### src/rtl/weight_bit_serializer_pkg.sv
// Shared widths, frame constants and state encoding for the bit-serial weight link.
package weight_bit_serializer_pkg;

  localparam int unsigned WEIGHT_W       = 16;
  localparam int unsigned MAG_W          = 15;
  localparam int unsigned BITS_PER_FRAME = 16;
  localparam int unsigned CNT_W          = 4;

  localparam logic [CNT_W-1:0] LAST_BIT = CNT_W'(BITS_PER_FRAME - 1);

  typedef enum logic {
    IDLE,
    SHIFT
  } state_t;

  // Magnitude goes out MSB first (bit 14 at position 0); position 15 carries the sign.
  function automatic logic sel_bit(input logic [WEIGHT_W-1:0] w,
                                   input logic [CNT_W-1:0]    pos);
    logic [CNT_W-1:0] idx;
    idx = (pos == LAST_BIT) ? LAST_BIT : (CNT_W'(MAG_W - 1) - pos);
    return w[idx];
  endfunction

endpackage

### src/rtl/weight_skid_reg.sv
// One-entry holding register for the next weight; w_ready is simply "holding slot empty".
module weight_skid_reg
  import weight_bit_serializer_pkg::*;
(
  input  logic                clk,
  input  logic                reset,
  input  logic                push,
  input  logic                pop,
  input  logic [WEIGHT_W-1:0] w_data,
  output logic [WEIGHT_W-1:0] hreg,
  output logic                hfull,
  output logic                w_ready
);

  always_ff @(posedge clk or negedge reset) begin
    if (!reset) begin
      hreg  <= '0;
      hfull <= 1'b0;
    end else if (push) begin
      hreg  <= w_data;
      hfull <= 1'b1;
    end else if (pop) begin
      hfull <= 1'b0;
    end
  end

  assign w_ready = ~hfull;

endmodule

### src/rtl/weight_bit_serializer.sv
// Transmit side of the bit-serial weight link: 16-bit sign-magnitude weights in,
// registered weight_bit/enable stream out, 16 bits per frame, back-to-back capable.
module weight_bit_serializer
  import weight_bit_serializer_pkg::*;
#(
  parameter int unsigned DATA_WIDTH = 16
) (
  input  logic                  clk,
  input  logic                  reset,
  input  logic [DATA_WIDTH-1:0] w_data,
  input  logic                  w_valid,
  output logic                  w_ready,
  input  logic                  hold,
  output logic                  weight_bit,
  output logic                  enable,
  output logic                  frame_last,
  output logic [3:0]            bit_idx,
  output logic                  busy
);

  state_t              state_q, state_d;
  logic [WEIGHT_W-1:0] shreg_q, shreg_d;
  logic [CNT_W-1:0]    cnt_q, cnt_d;

  logic                weight_bit_d;
  logic                enable_d;
  logic                frame_last_d;
  logic [CNT_W-1:0]    bit_idx_d;

  logic                xfer;
  logic                to_shreg;
  logic                push;
  logic                pop;
  logic [WEIGHT_W-1:0] hreg;
  logic                hfull;

  assign xfer = w_valid & w_ready;
  assign push = xfer & ~to_shreg;

  weight_skid_reg u_skid (
    .clk     (clk),
    .reset   (reset),
    .push    (push),
    .pop     (pop),
    .w_data  (w_data),
    .hreg    (hreg),
    .hfull   (hfull),
    .w_ready (w_ready)
  );

  always_comb begin
    state_d      = state_q;
    shreg_d      = shreg_q;
    cnt_d        = cnt_q;
    weight_bit_d = weight_bit;
    enable_d     = 1'b0;
    frame_last_d = frame_last;
    bit_idx_d    = bit_idx;
    to_shreg     = 1'b0;
    pop          = 1'b0;

    unique case (state_q)
      IDLE: begin
        weight_bit_d = 1'b0;
        frame_last_d = 1'b0;
        bit_idx_d    = '0;
        if (xfer) begin
          to_shreg = 1'b1;
          shreg_d  = w_data;
          cnt_d    = '0;
          state_d  = SHIFT;
        end
      end

      SHIFT: begin
        // While held, every serial output stays frozen except enable.
        if (!hold) begin
          weight_bit_d = sel_bit(shreg_q, cnt_q);
          enable_d     = 1'b1;
          bit_idx_d    = cnt_q;
          frame_last_d = (cnt_q == LAST_BIT);
          cnt_d        = cnt_q + 1'b1;
          // Held word takes priority; when empty, a word offered on the last
          // bit bypasses the holding register so frames abut without a gap.
          if (cnt_q == LAST_BIT) begin
            cnt_d = '0;
            if (hfull) begin
              shreg_d = hreg;
              pop     = 1'b1;
            end else if (xfer) begin
              to_shreg = 1'b1;
              shreg_d  = w_data;
            end else begin
              state_d = IDLE;
            end
          end
        end
      end

      default: state_d = IDLE;
    endcase
  end

  always_ff @(posedge clk or negedge reset) begin
    if (!reset) begin
      state_q    <= IDLE;
      shreg_q    <= '0;
      cnt_q      <= '0;
      weight_bit <= 1'b0;
      enable     <= 1'b0;
      frame_last <= 1'b0;
      bit_idx    <= '0;
    end else begin
      state_q    <= state_d;
      shreg_q    <= shreg_d;
      cnt_q      <= cnt_d;
      weight_bit <= weight_bit_d;
      enable     <= enable_d;
      frame_last <= frame_last_d;
      bit_idx    <= bit_idx_d;
    end
  end

  assign busy = (state_q == SHIFT) | hfull;

endmodule

### config.mk
export PLATFORM = sky130hd
export DESIGN_NAME = weight_bit_serializer
export DESIGN_NICKNAME = d
export VERILOG_FILES = /design/src/rtl/weight_bit_serializer_pkg.sv /design/src/rtl/weight_skid_reg.sv /design/src/rtl/weight_bit_serializer.sv
export SDC_FILE = /design/constraint.sdc
export NUM_CORES = 1
export LEC_CHECK = 0
export CAP_MARGIN = 30
export CORE_ASPECT_RATIO = 0.6
export CORE_UTILIZATION = 45
export CTS_BUF_LIST = sky130_fd_sc_hd__clkbuf_4
export CTS_CLUSTER_SIZE = 28
export DETAILED_ROUTE_END_ITERATION = 10
export PLACE_DENSITY = 0.69
export RECOVER_POWER = 25
export SYNTH_ARGS = -nofsm -noshare
export SYNTH_HDL_FRONTEND = slang
export SYNTH_SLANG_ARGS = --single-unit
### constraint.sdc
create_clock -name clk -period 2.2 [get_ports clk]
set_input_delay 0.22 -clock clk [delete_from_list [all_inputs] [get_ports clk]]
set_output_delay 0.22 -clock clk [all_outputs]
set_load 0.02 [all_outputs]
======== Word level (Yosys, flattened, before mapping) ========
Cells that the tools add are included.
word-level totals
  word-level logic and storage cells ...... 60
  input port bits ......................... 20
  flip-flop bits (word level) ............. 45
  output and inout port bits .............. 9
cells by class
  mux-type cells .......................... 35
  bitwise logic cells ..................... 6
  reduce and logical (&&, ||, !) cells .... 3
  add/subtract/negate cells ............... 2
  $lt $le $gt $ge ......................... 1
  eq/ne operators ......................... 4
operators with widths
  cell                                                 number
  2-to-1 mux 16 bit                                    4
  case mux 16 bit (2 select lines)                     1
  2-to-1 mux 4 bit                                     5
  2-to-1 mux 1 bit                                     18
  case mux 4 bit (2 select lines)                      2
  case mux 1 bit (2 select lines)                      4
  < comparator 4 x 5 -> 1 bit (second input constant)  1
  adder 4 x 1 -> 4 bit (second input constant)         1
  binary-select mux 1 bit (select 4 bit)               1
  equality test 4 bit (second input constant)          1
  != test 2 bit (second input constant)                2
  AND reduction 2 bit                                  2
  subtractor 4 bit (first input constant)              1
  inverter 1 bit                                       3
  AND 1 bit                                            2
  != test 2 x 1 -> 1 bit (second input constant)       1
  nonzero test 2 bit                                   1
  OR 1 bit                                             1

======== Depth between registers and ports, before layout ========
  word-level depth ........................ 10
  mapped depth ............................ 8
  mapped depth without buffers ............ 7

======== Modules after synthesis ========
A second synthesis with hierarchy kept.
unflattened totals
  cell total of the unflattened synthesis .. 212
  area, all modules ....................... 2285.9 um^2
modules (own cells, without submodules)
  module                 sequential area each (um^2)  area an instance (um^2)  times used  cells each
  weight_bit_serializer  700.7                        1604.0                   1           175
  weight_skid_reg        425.4                        681.9                    1           37

======== Least setup slack after synthesis ========
Ideal clock, no wire load.
  path type ............................... register to register
  start ................................... reg cnt_q[1]
  end ..................................... reg u_skid.hreg[10]
  period minus slack after synthesis ...... 1876 ps
  stages on the path, launching flop included .. 9
  data arrival time ....................... 1750 ps
  library setup time ...................... 125 ps
  data required time ...................... 2075 ps
  path buffers ............................ 3
  path slack .............................. 324 ps
  path through ............................ dfrtp_1 -> ha_1 -> buf_2 -> nand3_2 -> o21ai_4 -> or2_1 -> buf_6 -> buf_8 -> mux2_4
between the ends
  longest elaborated chain between the ends .. 6
ends and longest elaborated chain
  item                             RTL line                      RTL
  start, declared                  weight_bit_serializer.sv:23   logic [CNT_W-1:0] cnt_q, cnt_d;
  start signal, assigned           weight_bit_serializer.sv:116  cnt_q <= cnt_d;
  equality test 4 bit              weight_bit_serializer.sv:85   if (cnt_q == LAST_BIT) begin
  2-to-1 mux 1 bit                 weight_bit_serializer.sv:85
  2-to-1 mux 1 bit                 weight_bit_serializer.sv:77   if (!hold) begin
  case mux 1 bit (2 select lines)  weight_bit_serializer.sv:62   unique case (state_q)
  inverter 1 bit                   weight_bit_serializer.sv:38   assign push = xfer & ~to_shreg;
  AND 1 bit                        weight_bit_serializer.sv:38
  end signal, assigned             weight_skid_reg.sv:20         hreg <= w_data;
  end, declared                    weight_skid_reg.sv:10         output logic [WEIGHT_W-1:0] hreg,
Every way passes these cells.
A chain may end at the register's enable or synchronous reset.

======== Worst setup path in the final report ========
  start ................................... reg state_q
  end ..................................... out busy
between the ends
  longest elaborated chain between the ends .. 1
ends and longest elaborated chain
  item                    RTL line                      RTL
  start, declared         weight_bit_serializer.sv:21   state_t state_q, state_d;
  start signal, assigned  weight_bit_serializer.sv:114  state_q <= state_d;
  OR 1 bit                weight_bit_serializer.sv:124  assign busy = (state_q == SHIFT) | hfull;
  end, declared           weight_bit_serializer.sv:18   output logic busy
Every way passes these cells.

==> impl_metrics.csv <==
group,metric,value,unit
clocking,cts_buffers,5,
critical_path,worstSetupPathType,"reg2out",
detailed_routing,wirelength,4614,µm
worst_hold_path,hp-class,"in2reg",
timing,finalHoldViolations,0,
clocking,numClockSinks,45,
synthesis,synth_cell_types,35,
timing,post-route-period-util,90.29,%
synthesis,syn_avg_cell_area,10.82,µm²
timing,fmax,503.4,MHz
floorplan,start_util,47.58,%
clocking,cts_tree,"built",
synthesis,synthesis.area,2217,µm²
synthesis,yosysSeqAreaShare,50.79,%
synthesis,synth_common_cells,"dfrtp_1, nor2_1, a21oi_1",
clocking,path_clk_slew,0.15,ns
floorplan,rows,19,
global_route,grt_pass1_vias,1612,
detailed_routing,viasPerCell,5.359,
synthesis,synth_flop_cell,"dfrtp_1",
clocking,clk_path_buf_depth,2,
floorplan,die_area,5221,µm²
timing,setup_viol,0,
global_route,grt_pass1_wl,7721,µm
synthesis,synth-edff-count,0,
critical_path,r2r_slack,0.23,ns
clocking,ctsHtreeMaxLevel,2,
place,dp_hpwl,3244,µm
critical_path,cp.arrival,1.77,ns
floorplan,dieWidth,92.62,µm
synthesis,synth_cells,205,
detailed_routing,drt_first_iter_violations,112,
finish,drive_gt1_share,19.50,%
pwr,power.density,1377,nW/µm²
place,globalplace.congestion,0.8961,
status,status,"complete, no violations",
clocking,cts_root_buf,"clkbuf_4",
finish,areaGrowthSynthToFinish,19.41,%
global_route,grt_usage,19.01,%
global_route,grt_max_degree,23,
detailed_routing,num_vias,1629,
synthesis,async_reset_ff_share,100.0,%
detailed_routing,first_pass_iters,4,
critical_path,startpoint_type,"flop",
synthesis,synth_top_area_cell,"dfrtp_1",
clocking,clkLatencyLatePin,0.36,ns
timing,finalSetupTns,0,ns
timing,rsz0062_at_grt,"no",
timing,slew_headroom,23.31,%
critical_path,path_max_fanout,8,
job,cap_violations,0,
timing,drv_slew,0,
synthesis,ys_ff_latch,45,
floorplan,ios,29,
place,port_buffers,28,
floorplan,die_h,56.37,µm
synthesis,yosys_warnings,0,
synthesis,syn_nets,226,
critical_path,end_kind,"primary output",
synthesis,yosysMostFrequentCell,"dfrtp_1",
synthesis,synth_area_leaders,"dfrtp_1, mux2_4, a21oi_1",
detailed_routing,ant_nets,0,
pwr,ir_drop,0.0005616,V
finish,final_cells,304,
timing,fin_ws,0.2135,ns
place,placed_cells,293,
global_route,antenna_found_initial,0,
timing,hold_ws,0.5019,ns
detailed_routing,wl_per_cell,15.18,µm
timing,finalClockSkew,0.01742,ns
critical_path,cp.required,1.98,ns
pwr,power,3.645,mW
global_route,globalRouteOverflowTotal,0,
timing,tightest_slew,1.150,ns
place,pre_cts_slack,0.02439,ns
pwr,p_leak,1.131,nW
detailed_routing,post-route-drc-count,0,
floorplan,core,4659,µm²
synthesis,synth_top_area_share,50.79,%
finish,fin_nets,261,
finish,antennaDiodeCount,0,
timing,min_period,1.986,ns
power by group:
part / total (mW) / switching, mW / internal, mW
Combinational: 1.75 / 0.850 / 0.901
Clock: 0.396 / 0.275 / 0.121
Sequential: 1.50 / 0.274 / 1.22
Total: 3.65 / 1.40 / 2.25
final timing paths:
| path | startpoint | to | depth (start not counted) |
|---|---|---|---|
| setup reg to reg | cnt_q[1]$_DFFE_PN0P_ | shreg_q[13]$_DFFE_PN0P_ | 8 |
| max in group asynchronous | reset | u_skid.hreg[10]$_DFFE_PN0P_ | 3 |
| setup / recovery | state_q$_DFF_PN0_ | busy | 2 |
| hold / removal | w_data[7] | u_skid.hreg[7]$_DFFE_PN0P_ | 2 |
| min in group asynchronous | reset | shreg_q[14]$_DFFE_PN0P_ | 2 |
| hold reg to reg | u_skid.hreg[3]$_DFFE_PN0P_ | u_skid.hreg[3]$_DFFE_PN0P_ | 1 |
logic make-up after synthesis:
family | synth area share (%)
AOI/OAI and AO/OA | 17.38
and+or+nand+nor | 10.78
DFF | 50.79
muxes | 14.50
buffers and inverters | 4.797
xor gates and xnor gates | 1.185
adders and majority gates | 0.5642
state kept, by name (all words and copies together) (netlist names):
signal        count
state_q           1
enable            1
u_skid.hfull      1
frame_last        1
bit_idx           4
shreg_q          16
weight_bit        1
u_skid.hreg      16
cnt_q             4
per-stage QoR:
stage | cell area, µm² | utilization, %
final | 2648 | 56.82
after global routing | 2648 | 56.82
after CTS | 2635 | 56.55
after detailed placement | 2570 | 55.16
after global placement | 2570 | 55.16
after floorplan | 2217 | -
critical path, stage by stage, from the launching register on:
cell	delay, ns
dfrtp_1	0.53
or2_2	0.34
clkdlybuf4s50_1	0.54
per-layer routing:
metal  GRT usage, %  wire length, µm  vias to the layer above  share of wire [%]
met4          1.978               15                        0               0.33
met2          27.83             1988                       30                 43
met3          5.149              204                        2                4.4
met1          29.05             2405                      800                 52
met5              0                0                        -                  0
li1               -                -                      797                  -
cell type report:
| cell class | instances | area [µm²] |
|---|---|---|
| clock buffer | 5 | 37.54 |
| clock inverter | 3 | 17.52 |
| fill | 424 | 2012 |
| inverter | 4 | 15.01 |
| multi-input combinational | 141 | 987.2 |
| sequential | 45 | 1126 |
| tap | 63 | 78.83 |
| timing repair buffer | 43 | 385.4 |
repair_timing:
action	CTS	global route
endpoints found under the hold margin	20	0
gates resized for setup	0	1
setup endpoints to repair	0	16
setup buffers	0	2
hold buffers	1	0
layout by cell type, fill, tap and decap left out, drive strengths merged, types with 2 or more instances in the layout:
cell / netlist / final
and2: 2 / 2
nor2: 23 / 23
mux4: 2 / 2
nor2b: 6 / 6
a221oi: 2 / 2
a21oi: 22 / 22
nand3: 3 / 3
nand2: 14 / 14
dfrtp: 45 / 45
o22ai: 16 / 16
mux2i: 4 / 4
inv: 4 / 4
nand2b: 2 / 2
clkdlybuf4s50: 0 / 27
clkbuf: 7 / 7
o21ai: 13 / 13
xnor2: 3 / 3
or2: 2 / 2
clkinv: 0 / 2
buf: 8 / 13
mux2: 18 / 18
Power figures use the tool's default switching activity.
